File: src/rtl/spell_execute_if.sv
// Operand/result bundle between the SPELL core and its execute stage.
// The core drives the instruction and stack operands; the execute stage returns registered results.
interface spell_execute_if;
  logic [7:0] opcode;
  logic [7:0] pc;
  logic [4:0] sp;
  logic [7:0] stack_top;
  logic [7:0] stack_belowtop;
  logic [7:0] memory_input;
  logic       out_of_order_exec;

  logic [7:0] next_pc;
  logic [4:0] next_sp;
  logic [1:0] stack_write_count;
  logic [7:0] set_stack_top;
  logic [7:0] set_stack_belowtop;
  logic [1:0] memory_write_type;
  logic [7:0] memory_write_addr;
  logic [7:0] memory_write_data;
  logic [7:0] delay_amount;
  logic       sleep;

  modport master (
    output opcode, pc, sp, stack_top, stack_belowtop, memory_input, out_of_order_exec,
    input  next_pc, next_sp, stack_write_count, set_stack_top, set_stack_belowtop,
    input  memory_write_type, memory_write_addr, memory_write_data, delay_amount, sleep
  );

  modport slave (
    input  opcode, pc, sp, stack_top, stack_belowtop, memory_input, out_of_order_exec,
    output next_pc, next_sp, stack_write_count, set_stack_top, set_stack_belowtop,
    output memory_write_type, memory_write_addr, memory_write_data, delay_amount, sleep
  );
endinterface

File: src/rtl/spell_execute.sv
// SPELL execute stage: decodes one ASCII opcode and registers PC/SP/stack/memory/delay/sleep results.
// Optional feature: define SPELL_MUL_EN to make '*' a multiply instead of a literal push.
module spell_execute (
  input  logic          clk,
  input  logic          rst_n,
  spell_execute_if.slave exe
);

  localparam logic [7:0] OP_ADD   = 8'h2B; // '+'
  localparam logic [7:0] OP_SUB   = 8'h2D; // '-'
  localparam logic [7:0] OP_AND   = 8'h26; // '&'
  localparam logic [7:0] OP_OR    = 8'h7C; // '|'
  localparam logic [7:0] OP_XOR   = 8'h5E; // '^'
  localparam logic [7:0] OP_SHR   = 8'h3E; // '>'
  localparam logic [7:0] OP_SHL   = 8'h3C; // '<'
  localparam logic [7:0] OP_DUP   = 8'h32; // '2'
  localparam logic [7:0] OP_SWAP  = 8'h78; // 'x'
  localparam logic [7:0] OP_JUMP  = 8'h3D; // '='
  localparam logic [7:0] OP_LOOP  = 8'h40; // '@'
  localparam logic [7:0] OP_DRD   = 8'h3F; // '?'
  localparam logic [7:0] OP_IORD  = 8'h72; // 'r'
  localparam logic [7:0] OP_DWR   = 8'h21; // '!'
  localparam logic [7:0] OP_IOWR  = 8'h77; // 'w'
  localparam logic [7:0] OP_DELAY = 8'h2C; // ','
  localparam logic [7:0] OP_SLEEP = 8'h7A; // 'z'
`ifdef SPELL_MUL_EN
  localparam logic [7:0] OP_MUL   = 8'h2A; // '*'
`endif

  localparam logic [1:0] WR_NONE = 2'd0;
  localparam logic [1:0] WR_DATA = 2'd1;
  localparam logic [1:0] WR_IO   = 2'd2;

  logic [7:0] a_s;
  logic [7:0] b_s;
  logic [7:0] pc_step_s;

  logic [7:0] next_pc_s;
  logic [4:0] next_sp_s;
  logic [1:0] count_s;
  logic [7:0] top_s;
  logic [7:0] below_s;
  logic [1:0] wr_type_s;
  logic [7:0] wr_addr_s;
  logic [7:0] wr_data_s;
  logic [7:0] delay_s;
  logic       sleep_s;

  logic [7:0] next_pc_r;
  logic [4:0] next_sp_r;
  logic [1:0] count_r;
  logic [7:0] top_r;
  logic [7:0] below_r;
  logic [1:0] wr_type_r;
  logic [7:0] wr_addr_r;
  logic [7:0] wr_data_r;
  logic [7:0] delay_r;
  logic       sleep_r;

  assign a_s = exe.stack_top;
  assign b_s = exe.stack_belowtop;

  // Injected instructions do not advance PC; only explicit jumps move it.
  always_comb begin
    if (exe.out_of_order_exec) begin
      pc_step_s = exe.pc;
    end else begin
      pc_step_s = exe.pc + 8'd1;
    end
  end

  // Opcode decode and result computation.
  always_comb begin
    next_pc_s = pc_step_s;
    next_sp_s = exe.sp;
    count_s   = 2'd0;
    top_s     = 8'd0;
    below_s   = 8'd0;
    wr_type_s = WR_NONE;
    wr_addr_s = 8'd0;
    wr_data_s = 8'd0;
    delay_s   = 8'd0;
    sleep_s   = 1'b0;

    case (exe.opcode)
      OP_ADD, OP_SUB, OP_AND, OP_OR, OP_XOR, OP_SHR, OP_SHL: begin
        next_sp_s = exe.sp - 5'd1;
        count_s   = 2'd1;
        case (exe.opcode)
          OP_ADD:  top_s = b_s + a_s;
          OP_SUB:  top_s = b_s - a_s;
          OP_AND:  top_s = b_s & a_s;
          OP_OR:   top_s = b_s | a_s;
          OP_XOR:  top_s = b_s ^ a_s;
          // A shift count of 8 or more clears the value; the full 8-bit amount is honoured.
          OP_SHR:  top_s = b_s >> a_s;
          OP_SHL:  top_s = b_s << a_s;
          default: top_s = 8'd0;
        endcase
      end
`ifdef SPELL_MUL_EN
      OP_MUL: begin
        top_s     = 8'(b_s * a_s);
        next_sp_s = exe.sp - 5'd1;
        count_s   = 2'd1;
      end
`endif
      OP_DUP: begin
        top_s     = a_s;
        next_sp_s = exe.sp + 5'd1;
        count_s   = 2'd1;
      end
      OP_SWAP: begin
        top_s   = b_s;
        below_s = a_s;
        count_s = 2'd2;
      end
      OP_JUMP: begin
        next_pc_s = a_s;
        next_sp_s = exe.sp - 5'd1;
      end
      OP_LOOP: begin
        if (b_s != 8'd0) begin
          next_pc_s = a_s;
          next_sp_s = exe.sp - 5'd1;
          top_s     = b_s - 8'd1;
          count_s   = 2'd1;
        end else begin
          next_sp_s = exe.sp - 5'd2;
        end
      end
      OP_DRD, OP_IORD: begin
        top_s   = exe.memory_input;
        count_s = 2'd1;
      end
      OP_DWR, OP_IOWR: begin
        wr_type_s = (exe.opcode == OP_DWR) ? WR_DATA : WR_IO;
        wr_addr_s = a_s;
        wr_data_s = b_s;
        next_sp_s = exe.sp - 5'd2;
      end
      OP_DELAY: begin
        delay_s   = a_s;
        next_sp_s = exe.sp - 5'd1;
      end
      OP_SLEEP: begin
        sleep_s = 1'b1;
      end
      default: begin
        top_s     = exe.opcode;
        next_sp_s = exe.sp + 5'd1;
        count_s   = 2'd1;
      end
    endcase
  end

  // Result registers; cleared asynchronously while rst_n is low.
  always_ff @(posedge clk or negedge rst_n) begin
    if (!rst_n) begin
      next_pc_r <= 8'd0;
      next_sp_r <= 5'd0;
      count_r   <= 2'd0;
      top_r     <= 8'd0;
      below_r   <= 8'd0;
      wr_type_r <= 2'd0;
      wr_addr_r <= 8'd0;
      wr_data_r <= 8'd0;
      delay_r   <= 8'd0;
      sleep_r   <= 1'b0;
    end else begin
      next_pc_r <= next_pc_s;
      next_sp_r <= next_sp_s;
      count_r   <= count_s;
      top_r     <= top_s;
      below_r   <= below_s;
      wr_type_r <= wr_type_s;
      wr_addr_r <= wr_addr_s;
      wr_data_r <= wr_data_s;
      delay_r   <= delay_s;
      sleep_r   <= sleep_s;
    end
  end

  assign exe.next_pc            = next_pc_r;
  assign exe.next_sp            = next_sp_r;
  assign exe.stack_write_count  = count_r;
  assign exe.set_stack_top      = top_r;
  assign exe.set_stack_belowtop = below_r;
  assign exe.memory_write_type  = wr_type_r;
  assign exe.memory_write_addr  = wr_addr_r;
  assign exe.memory_write_data  = wr_data_r;
  assign exe.delay_amount       = delay_r;
  assign exe.sleep              = sleep_r;

endmodule

File: src/flat_wrapper.sv
// flat-port wrapper written by rule: the top's interface ports become plain ports
module spell_execute_flat 
  (clk, rst_n, exe_opcode, exe_pc, exe_sp, exe_stack_top, exe_stack_belowtop, exe_memory_input, exe_out_of_order_exec, exe_next_pc, exe_next_sp, exe_stack_write_count, exe_set_stack_top, exe_set_stack_belowtop, exe_memory_write_type, exe_memory_write_addr, exe_memory_write_data, exe_delay_amount, exe_sleep);
  spell_execute_if exe_i ();
  input  logic clk;
  input  logic rst_n;
  input wire logic [$bits(exe_i.opcode)-1:0] exe_opcode;
  input wire logic [$bits(exe_i.pc)-1:0] exe_pc;
  input wire logic [$bits(exe_i.sp)-1:0] exe_sp;
  input wire logic [$bits(exe_i.stack_top)-1:0] exe_stack_top;
  input wire logic [$bits(exe_i.stack_belowtop)-1:0] exe_stack_belowtop;
  input wire logic [$bits(exe_i.memory_input)-1:0] exe_memory_input;
  input wire logic [$bits(exe_i.out_of_order_exec)-1:0] exe_out_of_order_exec;
  output wire logic [$bits(exe_i.next_pc)-1:0] exe_next_pc;
  output wire logic [$bits(exe_i.next_sp)-1:0] exe_next_sp;
  output wire logic [$bits(exe_i.stack_write_count)-1:0] exe_stack_write_count;
  output wire logic [$bits(exe_i.set_stack_top)-1:0] exe_set_stack_top;
  output wire logic [$bits(exe_i.set_stack_belowtop)-1:0] exe_set_stack_belowtop;
  output wire logic [$bits(exe_i.memory_write_type)-1:0] exe_memory_write_type;
  output wire logic [$bits(exe_i.memory_write_addr)-1:0] exe_memory_write_addr;
  output wire logic [$bits(exe_i.memory_write_data)-1:0] exe_memory_write_data;
  output wire logic [$bits(exe_i.delay_amount)-1:0] exe_delay_amount;
  output wire logic [$bits(exe_i.sleep)-1:0] exe_sleep;
  assign exe_i.opcode = exe_opcode;
  assign exe_i.pc = exe_pc;
  assign exe_i.sp = exe_sp;
  assign exe_i.stack_top = exe_stack_top;
  assign exe_i.stack_belowtop = exe_stack_belowtop;
  assign exe_i.memory_input = exe_memory_input;
  assign exe_i.out_of_order_exec = exe_out_of_order_exec;
  assign exe_next_pc = exe_i.next_pc;
  assign exe_next_sp = exe_i.next_sp;
  assign exe_stack_write_count = exe_i.stack_write_count;
  assign exe_set_stack_top = exe_i.set_stack_top;
  assign exe_set_stack_belowtop = exe_i.set_stack_belowtop;
  assign exe_memory_write_type = exe_i.memory_write_type;
  assign exe_memory_write_addr = exe_i.memory_write_addr;
  assign exe_memory_write_data = exe_i.memory_write_data;
  assign exe_delay_amount = exe_i.delay_amount;
  assign exe_sleep = exe_i.sleep;
  spell_execute u_core (.clk(clk), .rst_n(rst_n), .exe(exe_i));
endmodule
File: config.mk
export PLATFORM = sky130hd
export DESIGN_NAME = spell_execute_flat
export DESIGN_NICKNAME = d
export VERILOG_FILES = /design/src/rtl/spell_execute_if.sv /design/src/rtl/spell_execute.sv /design/src/flat_wrapper.sv
export SDC_FILE = /design/constraint.sdc
export NUM_CORES = 1
export LEC_CHECK = 0
export ABC_CLOCK_PERIOD_IN_PS = 800
export CORE_ASPECT_RATIO = 2
export CORE_MARGIN = 1.5
export CORE_UTILIZATION = 52
export CTS_BUF_LIST = sky130_fd_sc_hd__clkbuf_4
export DETAILED_ROUTE_END_ITERATION = 8
export GPL_TIMING_DRIVEN = 0
export PLACE_DENSITY = 0.83
export SLEW_MARGIN = 25
export SYNTH_ARGS = -nofsm -noshare
export SYNTH_HDL_FRONTEND = slang
export SYNTH_SLANG_ARGS = --single-unit
export TNS_END_PERCENT = 30
File: constraint.sdc
create_clock -name clk -period 0.8 [get_ports clk]
set_input_delay 0.12 -clock clk [delete_from_list [all_inputs] [get_ports clk]]
set_output_delay 0.12 -clock clk [all_outputs]
set_load 0.03 [all_outputs]
==> results.md, run 1 <==
* Status: did not finish
* Exit stage: 5_1_grt
* Error: [ERROR GRT-0232] Routing congestion too high. Check the congestion heatmap in the GUI.
* Synth Instances at 489
* RD Place Congestion at 0.981
* Inst Count DP at 689
* Syn Area/Cell at 9.21 um2
* Asr flop ratio synth at 100%
* Mux cell area share after synthesis at 5.56%
* Post-Synth Adder-Cell Area at 9.06%
* PortBufs at 101
* Rows at 47
* Largest net degree at the start of global routing at 59
* Post-synth top flop: dfrtp_1
* H-Tree Depth at 3
* Clk buf depth at 2
* XOR/XNOR Fraction of Synth Area at 4.44%
* Cell Area, Synth at 0.00450 mm2
* Die Y at 135 um
* Post-GRT worst EP: u_core.exe.set_stack_top[7]$_DFF_PN0_/D
* Synth Area in Compound Gates at 18.9%
* Number of flops mapped to enable cells by yosys at 0
* Post-DP HPWL at 13000 um
* WEP type: sequential cell input
* Simple-Gate Fraction of Synth Area at 24.2%
* Clk root buf: clkbuf_4
* Total CTS buffers at 9
* Sequential cell area fraction in the yosys report at 32.2%
* Total grt overflow at 56
* Ys Warns at 0
* Synthesized Nets at 569
* Gr usage total at 64.8%
* Sink Count at 58
* #FFs+latches synth at 58
* Cell Area, Placed at 0.00579 mm2
* I/O pin cnt at 106
* Initial core utilization at 53.9%
* Post-synth cell types at 71
* Largest family of logic cells by synthesized area: simple AND/OR/NAND/NOR gates
* DIE WIDTH at 68.8 um
==> metrics by stage <==
stage	setup slack, ns	hold slack, ns
floorplan	-1.76	-0.176
global placement	-2.95	0.464
detailed placement	-2.92	0.215
CTS	-1.48	0.0103
==> timing repair <==
| item | 4_1_cts |
|---|---|
| hold buffers | 1 |
| hold endpoints to repair | 58 |
| pin swaps | 56 |
| setup buffers | 52 |
| endpoints found under the setup margin | 116 |
| gates resized for setup | 379 |
| gates cloned | 3 |
==> synthesized netlist by cell type (3+ instances only) <==
cell | n | area share [%]
buf_1 | 3 | 0.25
nor2b_1 | 3 | 0.42
buf_2 | 4 | 0.44
o211ai_1 | 6 | 1.0
nand2_1 | 36 | 3.0
nand2b_1 | 5 | 0.69
ha_1 | 31 | 8.6
a311oi_1 | 3 | 0.58
and3_1 | 4 | 0.56
nor2_1 | 40 | 3.3
o22ai_1 | 4 | 0.56
o21ai_0 | 17 | 1.9
dfrtp_1 | 58 | 32
nor3_1 | 26 | 2.9
nand3_1 | 8 | 0.89
a21oi_1 | 20 | 2.2
a211oi_1 | 13 | 2.2
xor2_1 | 8 | 1.6
inv_1 | 21 | 1.8
buf_4 | 3 | 0.50
a41oi_2 | 6 | 2.2
a22oi_1 | 9 | 1.5
clkbuf_1 | 22 | 1.8
nor4b_1 | 6 | 1.2
a22o_1 | 3 | 0.58
mux4_2 | 8 | 4.0
buf_6 | 3 | 0.75
a32o_1 | 3 | 0.67
or4_1 | 6 | 1.0
nor4_1 | 5 | 0.69
xnor2_1 | 13 | 2.5
and2_1 | 26 | 3.6
a2111oi_0 | 4 | 0.78
or3_1 | 5 | 0.69
mux2i_1 | 7 | 1.6
a31oi_1 | 4 | 0.56
==> layer usage <==
layer | track usage, % | GRT overflow
met5 | 6.88 | 0
met4 | 64.3 | 25
met3 | 42.2 | 1
met2 | 85.8 | 29
met1 | 63.4 | 1
==> cell families after synthesis <==
family,after synthesis
DFF,58
buffers and inverters,57
and+or+nand+nor,193
muxes,15
adders and majority gates,32
xor gates and xnor gates,22
AOI/OAI and AO/OA,112
==> run 2, diff against run 1 <==
Settings changed: CORE_ASPECT_RATIO 2 to not set, CORE_UTILIZATION 52 to 40, CTS_BUF_LIST sky130_fd_sc_hd__clkbuf_4 to not set, PLACE_DENSITY 0.83 to not set, PLACE_DENSITY_LB_ADDON set to 0.15.
==> results.md, run 2 <==
* Total of max-cap violations at 0
* DP Worst Slack at -2.95 ns (was -2.92 ns)
* # setup viols final at 115
* Gr usage total at 29.7%
* Area of the core at 0.0109 mm2
* Final instance area at 0.00752 mm2
* Synthesized Nets at 569 (unchanged)
* Count leader, synth: dfrtp_1 (unchanged)
* Starting DRT DRC Count at 445
* CTS tree: yes
* Worst slew margin at 49.7%
* Vias at 4913
* Number of flops mapped to enable cells by yosys at 0 (unchanged)
* Die area at 0.0119 mm2
* Initial antenna violation count at 0
* Non-Filler Instances at 814
* Number of global-route vias before repair at 4659
* Clk slew on worst S/H paths at 0.08 ns
* Total CTS buffers at 9 (unchanged)
* #FFs+latches synth at 58 (unchanged)
* Fraction of the cycle the final worst path needs at 305%
* Area share of the largest cell type after synthesis at 32.2% (unchanged)
* Least-Margin Pin Slew at 0.750 ns
* Multi-input logic area at 0.00340 mm2
* Clk buf depth at 2 (unchanged)
* Slew Viols, Final at 0
* Worst Path Required at 1.07 ns
* Commonest cells after routing, fill and taps aside: 58 x clkdlybuf4s15_2, 58 x dfrtp_1, 44 x buf_4
* Die Y at 109 um (was 135 um)
* I/O pin cnt at 106 (unchanged)
* Status: complete, but fails checks (was did not finish)
* Max Freq at 410 MHz
* Cell Area, Placed at 0.00587 mm2 (was 0.00579 mm2)
* Ys Warns at 0 (unchanged)
* Initial core utilization at 41.4% (was 53.9%)
* Pwr Density at 1250 mW/mm2
* Synth area leaders: dfrtp_1 32%, ha_1 8.6%, mux4_2 4.0%, and2_1 3.6%, nor2_1 3.3% (unchanged)
* Seq. cell area at 0.00145 mm2
* Hold_ws at 0.111 ns
* Final worst slack at -1.64 ns
* Final ANT Viol Nets at 0
* RD Place Congestion at 0.924 (was 0.981)
* Inst Count DP at 732 (was 689)
* DIE WIDTH at 109 um (was 68.8 um)
* Fillcell total at 872
* Wire per inst at 21.5 um
* Largest net degree at the start of global routing at 46
* Final wirelength at 17500 um
* Max Fanout on Critical Path at 7
* RSZ-0062 raised after global routing: true
* Worst path top cell family by delay: simple AND/OR/NAND/NOR gates
* Rows at 38 (was 47)
* Drt pass-1 iters at 7
* Synth Instances at 489 (unchanged)
* Nets at 749
* PortBufs at 101 (unchanged)
* Post-synth top cells: 58 x dfrtp_1, 40 x nor2_1, 36 x nand2_1 (unchanged)
* Crit path time final at 2.44 ns
* Sink Count at 58 (unchanged)
* Total grt overflow at 0
* First-pass GRT wire length at 26300 um
* Violated checks: setup timing
* WP data arrival at 2.70 ns
* # diodes at 0
* Clk root buf: clkbuf_8 (was clkbuf_4)
* Area Growth Syn to Fin at 66.9%
* Setup CP Type: input port to register
* Post-synth top flop: dfrtp_1 (unchanged)
* Post-layout util at 69.0%
* CP Launch Type: input port
* Slowest cell delay on critical path at 0.58 ns
* Worst Hold Class: input port to register
* Final hold vios at 0
* Post-synth cell types at 71 (unchanged)
* Slowest CP cell: or4b_4
* Sequential cell area fraction in the yosys report at 32.2% (unchanged)
* H-Tree Depth at 3 (unchanged)
* Via-to-Cell Ratio at 6.04
* Peak supply drop at 0.806 mV
* Asr flop ratio synth at 100% (unchanged)
* Crit. End Element: register
* Cell Area, Synth at 0.00450 mm2 (unchanged)
* DRC at 0
* Leakage at 3.10 nW
* Crit-path cells: buf_12 -> or4b_4 -> clkbuf_16 -> buf_4 -> o22ai_2 -> xnor2_1 -> ha_2 -> or3_4 -> nor3_4 -> o21a_1 -> o21ai_2 -> a31oi_4
* Syn Area/Cell at 9.21 um2 (unchanged)
* Worst Path Buf+Inv at 3
* Share of layout cells above drive strength 1 at 46.9%
* Area leader, netlist: dfrtp_1 (unchanged)
* Post-DP HPWL at 11800 um (was 13000 um)
[run 2: worst paths after layout]
kind                                                    to  cells after the start  slack [ns]     startpoint
max in group asynchronous            u_core.exe.next_pc[7]                      3        0.15          rst_n
worst min-delay path           u_core.exe.set_stack_top[4]                      3        0.11  exe_opcode[4]
min in group asynchronous  u_core.exe.memory_write_type[0]                      2        0.16          rst_n
worst max-delay path           u_core.exe.set_stack_top[7]                     12       -1.64  exe_opcode[6]
[run 2: report_power, final]
group          switching [mW]  internal (mW)  total, mW
combinational            1.55           1.26       2.80
sequential             0.0283           3.03       3.06
clock                    1.43           2.10       3.52
total                    3.00           6.38       9.38
[run 2: final cells by class]
cell class / instances / area share [%]
clock buffers: 9 / 1.65
plain buffers: 33 / 4.96
inverters: 22 / 1.38
multi-input cells: 374 / 45.3
well taps: 140 / 2.33
clock inverters: 7 / 1.66
flip-flops and latches: 58 / 19.3
repair buffers: 171 / 23.4
[run 2: per-layer routing]
| layer | part of all wire (%) | vias up | GRT usage (%) |
|---|---|---|---|
| li1 | - | 2175 | - |
| met5 | 0 | - | 0 |
| met4 | 3.3 | 0 | 12.4 |
| met3 | 10 | 54 | 4.78 |
| met2 | 48 | 296 | 47.3 |
| met1 | 39 | 2388 | 39.9 |
[run 2: through the flow]
stage | total power, mW | setup TNS [ns]
5_1_grt | 9.72 | -64.10
4_1_cts | 9.13 | -61.29
3_5_place_dp | 5.29 | -117.48
3_3_place_gp | 5.25 | -249.42
2_1_floorplan | 4.35 | -50.81
6_report | 9.38 | -61.09
[run 2: what timing repair did]
item,4_1_cts,5_1_grt
hold endpoints to repair,58,0
setup endpoints to repair,116,116
pin swaps,51,50
gates cloned,4,0
resized for setup,358,81
setup buffers,48,19
hold buffers,1,0
[run 2: kinds of logic after synthesis]
kind of cell / count (synthesis) / synth area share [%]
AOI/OAI and AO/OA: 112 / 18.9
xor gates and xnor gates: 22 / 4.44
adders and majority gates: 32 / 9.06
buffers and inverters: 57 / 5.61
DFF: 58 / 32.2
muxes: 15 / 5.56
and+or+nand+nor: 193 / 24.2
Note: power is estimated with default switching activity, not from simulation.
==> run 3, diff against run 2 <==
Settings changed: GPL_TIMING_DRIVEN 0 to not set.
==> results.md, run 3 (synthesis results as in run 2) <==
* Status: complete, but fails checks (unchanged)
* Violated checks: setup timing (unchanged)
* Setup TNS at -52.51 ns (was -61.09 ns)
* # setup viols final at 114 (was 115)
* Total of max-cap violations at 0 (unchanged)
* Peak supply drop at 2.27 mV (was 0.806 mV)
* Die area at 0.0119 mm2 (unchanged)
* Hold Crit Depth at 4 (was 3)
* RD Place Congestion at 1.00 (was 0.924)
* Clk slew on worst S/H paths at 0.07 ns (was 0.08 ns)
* Via-to-Cell Ratio at 5.68 (was 6.04)
* CP Launch Type: input port (unchanged)
* Area of the core at 0.0109 mm2 (unchanged)
* Final worst slack at -1.36 ns (was -1.64 ns)
* Final hold vios at 0 (unchanged)
* Max Fanout on Critical Path at 5 (was 7)
* Total grt overflow at 0 (unchanged)
* Worst slew margin at 60.7% (was 49.7%)
* RSZ-0062 raised after global routing: true (unchanged)
* Largest net degree at the start of global routing at 59 (was 46)
* Commonest cells after routing, fill and taps aside: 157 x buf_4, 94 x buf_6, 58 x dfrtp_1 (was 58 x clkdlybuf4s15_2, 58 x dfrtp_1, 44 x buf_4)
* Fillcell total at 764 (was 872)
* DRC at 0 (unchanged)
* Worst Hold Class: input port to register (unchanged)
* Initial antenna violation count at 0 (unchanged)
* Max Freq at 463 MHz (was 410 MHz)
* Total CTS buffers at 9 (unchanged)
* Slowest CP cell: or4b_4 (unchanged)
* Pwr Density at 1160 mW/mm2 (was 1250 mW/mm2)
* Final ANT Viol Nets at 0 (unchanged)
* Slowest cell delay on critical path at 0.57 ns (was 0.58 ns)
* Clk buf depth at 2 (unchanged)
* I/O pin cnt at 106 (unchanged)
* Wire per inst at 20.8 um (was 21.5 um)
* Setup CP Type: input port to register (unchanged)
* Rows at 38 (unchanged)
* Worst path top cell family by delay: simple AND/OR/NAND/NOR gates (unchanged)
* Crit. End Element: register (unchanged)
* Worst Path Buf+Inv at 2 (was 3)
* H-Tree Depth at 3 (unchanged)
* Area Growth Syn to Fin at 80.9% (was 66.9%)
* Fraction of the cycle the final worst path needs at 270% (was 305%)
* Crit-path cells: buf_8 -> or4b_4 -> nor2_4 -> a31oi_2 -> xnor2_1 -> ha_1 -> buf_6 -> a21oi_4 -> o21ai_2 -> xor2_1 -> nand2_1 -> a41oi_2 (was buf_12 -> or4b_4 -> clkbuf_16 -> buf_4 -> o22ai_2 -> xnor2_1 -> ha_2 -> or3_4 -> nor3_4 -> o21a_1 -> o21ai_2 -> a31oi_4)
* Final wirelength at 19100 um (was 17500 um)
* Crit path time final at 2.16 ns (was 2.44 ns)
* Starting DRT DRC Count at 393 (was 445)
* Sink Count at 58 (unchanged)
* Leakage at 3.71 nW (was 3.10 nW)
* Share of layout cells above drive strength 1 at 51.9% (was 46.9%)
* Post-DP HPWL at 13500 um (was 11800 um)
* Least-Margin Pin Slew at 0.575 ns (was 0.750 ns)
* Initial core utilization at 41.4% (unchanged)
* Slew Viols, Final at 0 (unchanged)
* Nets at 853 (was 749)
* Number of global-route vias before repair at 5191 (was 4659)
* # diodes at 0 (unchanged)
* Die Y at 109 um (unchanged)
* Crit. path cell count at 12 (unchanged)
* Tot Pwr at 9.42 mW (was 9.38 mW)
* DIE WIDTH at 109 um (unchanged)
* First-pass GRT wire length at 28400 um (was 26300 um)
* Most common cell after layout, fill and taps aside: buf_4
* Worst Path Required at 1.08 ns (was 1.07 ns)
* CTS tree: yes (unchanged)
* WP data arrival at 2.44 ns (was 2.70 ns)
* Vias at 5211 (was 4913)
* PortBufs at 105 (was 101)
* Clk root buf: clkbuf_8 (unchanged)
* Drt pass-1 iters at 5 (was 7)
* Gr usage total at 32.4% (was 29.7%)
run 3: cell type report:
| class | instances | area (um2) | share of cell area (%) |
|---|---|---|---|
| sequential | 58 | 1450 | 17.8 |
| tap | 140 | 175 | 2.15 |
| timing repair buffer | 308 | 2910 | 35.7 |
| inverter | 22 | 85.1 | 1.04 |
| multi-input combinational | 374 | 3300 | 40.5 |
| clock buffer | 12 | 155 | 1.90 |
| clock inverter | 4 | 73.8 | 0.906 |
run 3: stage by stage:
| stage | hold WS, ns | utilization [%] | setup WS (ns) | cell area (um2) | instances |
|---|---|---|---|---|---|
| after global placement | 0.143 | 63.2 | -2.14 | 6880 | 867 |
| after global routing | 0.111 | 74.8 | -1.42 | 8150 | 918 |
| after floorplan | -0.176 | - | -1.76 | 4650 | 489 |
| after CTS | 0.0953 | 72.4 | -1.32 | 7880 | 908 |
| after detailed placement | 0.153 | 63.2 | -2.17 | 6880 | 867 |
| final | 0.119 | 74.8 | -1.36 | 8150 | 918 |
run 3: power breakdown:
group / total (mW) / leakage (nW) / switching [mW] / internal (mW)
registers: 3.11 / 0.756 / 0.0717 / 3.03
clock network: 3.20 / 0.117 / 1.27 / 1.92
logic: 3.12 / 2.84 / 1.55 / 1.57
run 3: path summary, 6_finish.rpt:
kind                          startpoint                          endpoint  slack [ns]
min in group asynchronous          rst_n  u_core.exe.set_stack_belowtop[0]        0.29
max                        exe_opcode[6]       u_core.exe.set_stack_top[6]       -1.36
max in group asynchronous          rst_n             u_core.exe.next_sp[0]        0.21
min                        exe_opcode[2]   u_core.exe.memory_write_type[0]        0.12
run 3: timing repair:
action	in CTS	in global routing
pin swaps	50	32
endpoints found under the hold margin	58	0
setup buffers	23	12
resized for setup	216	49
hold buffers	1	0
cloned	2	1
endpoints found under the setup margin	116	114
run 3: metal layers:
metal	vias up	routed length [um]	GRT usage (%)
met5	-	0	0
met1	2505	7940	42.1
met2	269	8950	52.0
li1	2379	-	-
met3	58	1510	8.55
met4	0	658	10.5
==> RTL edit: new RTL, flow settings as in run 3 <==
Take the reset off `wr_addr_r` and `wr_data_r` and load them in a clocked block of their own.
--- a/src/rtl/spell_execute.sv
+++ b/src/rtl/spell_execute.sv
@@ -164,6 +164,4 @@
       below_r   <= 8'd0;
       wr_type_r <= 2'd0;
-      wr_addr_r <= 8'd0;
-      wr_data_r <= 8'd0;
       delay_r   <= 8'd0;
       sleep_r   <= 1'b0;
@@ -175,9 +173,12 @@
       below_r   <= below_s;
       wr_type_r <= wr_type_s;
-      wr_addr_r <= wr_addr_s;
-      wr_data_r <= wr_data_s;
       delay_r   <= delay_s;
       sleep_r   <= sleep_s;
     end
+  end
+
+  always_ff @(posedge clk) begin
+    wr_addr_r <= wr_addr_s;
+    wr_data_r <= wr_data_s;
   end
 
Formal check against the unedited RTL: not equivalent (a bounded check fails within 4 cycles, from zero or initial values and one cycle with rst_n low).
==> RTL edit against run 3 <==
Power increased by 0.27%. Highest routed layer unchanged. Worst setup slack improved by 0.016 ns. Routed wire length increased by 9.4%. The flow still finishes with violations (setup timing). Sequential cell count unchanged. Area after synthesis decreased by 1.3%. Maximum frequency increased by 0.76%. Critical path depth increased by 1. First-iteration DRC count increased by 48%. Final area decreased by 0.26%. Largest power group is now combinational cells.
==> RTL edit: results <==
metrics = {
    "job": {
        "drv_cap": 0,
    },
    "routing": {
        "via_count": 5472,
        "finalWirelength_um": 20900,
        "drtPass1Iterations": 8,
        "drt-initial-drc-count": 580,
    },
    "clock_tree": {
        "htreeDepth": 3,
        "clk_pin_slew_ns": 0.08,
        "cts-buffers-inserted": 9,
        "clockBufferDepth": 2,
        "root_buffer": "clkbuf_8",
    },
    "final_layout": {
        "diodes": 0,
        "drive_gt1_share_pct": 52.3,
        "fillCellCount": 730,
        "num-nets-final": 873,
        "stdcell_count": 938,
    },
    "worst_hold_path": {
        "min_path_type": "in2reg",
    },
    "power": {
        "cellLeakagePower_uw": 0.00369,
        "ir_worst_vdd_v": 0.000894,
    },
    "timing": {
        "setup_viol": 116,
        "worst_slack_ns": -1.34,
        "slew_headroom_pct": 69.0,
    },
    "yosys": {
        "synth.yosys.seq_area_share_pct": 30.9,
        "synth_area_leaders": "dfrtp_1 (24%), ha_1 (8.7%), dfxtp_1 (7.2%), nor2_1 (3.7%), mux2i_1 (3.4%)",
        "ys_warn_count": 0,
        "synthArstFlopShare_pct": 72.4,
        "synthTopCellsByCount": "nor2_1 (44), dfrtp_1 (42), nand2_1 (38)",
        "synth_cell_types": 80,
        "syn_nets": 592,
        "synth.largest_area_cell": "dfrtp_1",
        "synthCells": 512,
    },
    "placement": {
        "hpwl_um": 14100,
        "io_buffer_count": 105,
        "pre_cts_ws_ns": -2.09,
        "gp_congestion": 0.962,
    },
    "setup_path": {
        "cp_data_arrival_time_ns": 2.38,
        "max_stage_delay_ns": 0.31,
        "crit_fanout": 4,
        "critPathSlowestCell": "nor4b_4",
    },
    "run_status": {
        "status": "finished, violations left",
        "violations": "setup timing",
    },
    "global_route": {
        "grt_pass1_vias": 5204,
        "antenna_found_initial": 0,
        "grt_overflow_total": 0,
        "grt_usage_pct": 32.5,
        "grt_pass1_wl_um": 28400,
        "grt_max_degree": 43,
    },
}
-- RTL edit: changes by cell type after synthesis, moves of 7 or more --
| cell | change |
|---|---|
| dfxtp_1 | +16 |
| and3_1 | +11 |
| o21ai_0 | +7 |
| mux2i_1 | +8 |
| dfrtp_1 | -16 |
| nor3_1 | -13 |
-- RTL edit: metal layers --
layer / wire length, um / GRT usage, % / vias up
li1: - / - / 2428
met1: 8360 / 42.0 / 2580
met2: 9350 / 52.2 / 364
met3: 2110 / 8.62 / 100
met4: 1030 / 11.5 / 0
met5: 0 / 0 / -
-- RTL edit: worst max-delay path: cells and delay by family --
kind,cells,cell delay (ns)
buffers and inverters,2,0.23
xor gates and xnor gates,1,0.11
and+or+nand+nor,5,0.83
adders and majority gates,1,0.27
AOI/OAI and AO/OA,3,0.57
muxes,1,0.23
-- RTL edit: layout make-up --
class | instances | area [um^2] | area share [%]
clock inverter | 3 | 42.5 | 0.523
timing repair buffer | 305 | 2880 | 35.4
multi-input combinational | 392 | 3330 | 41.0
clock buffer | 13 | 190 | 2.34
inverter | 27 | 119 | 1.46
tap | 140 | 175 | 2.16
sequential | 58 | 1390 | 17.1
-- RTL edit: cell families after synthesis --
| logic type | Yosys count | synth area share, % |
|---|---|---|
| compound gates | 114 | 18.3 |
| xor+xnor | 21 | 4.14 |
| buf+inv | 62 | 6.33 |
| flops | 58 | 30.9 |
| mux | 19 | 4.90 |
| simple gates | 206 | 26.3 |
| fa+ha+maj | 32 | 9.18 |
-- RTL edit: where the power goes --
part           switching, uW  total [uW]  internal [uW]  leakage, uW
registers               67.0        3090           3020     0.000670
logic                   1640        3190           1550      0.00290
clock network           1290        3170           1880     0.000117
-- RTL edit: metrics by stage --
step / total power, uW / area [um^2] / hold WS (ns) / setup TNS, ns
finish: 9450 / 8130 / 0.202 / -44.92
detailed placement: 5690 / 6670 / 0.120 / -78.08
floorplan: 4360 / 4620 / -0.176 / -43.76
CTS: 9080 / 7590 / 0.217 / -45.13
global placement: 5670 / 6670 / 0.111 / -76.94
global route: 9770 / 8130 / 0.204 / -48.21
-- RTL edit: timing repair --
item | in CTS | in global routing
setup buffers | 24 | 23
gates resized for setup | 195 | 120
endpoints found under the hold margin | 42 | 0
pin swaps | 32 | 61
cloned | 3 | 2
setup endpoints to repair | 116 | 116
hold buffers | 1 | 0
-- RTL edit: path summary, 6_finish.rpt --
kind                          startpoint                          end  slack, ns  cells after the start
min in group asynchronous          rst_n  u_core.exe.set_stack_top[1]       0.26                      3
worst min-delay path       exe_opcode[4]  u_core.exe.set_stack_top[4]       0.20                      4
worst max-delay path       exe_opcode[7]  u_core.exe.set_stack_top[3]      -1.34                     13
max in group asynchronous          rst_n        u_core.exe.next_sp[3]       0.30                      3
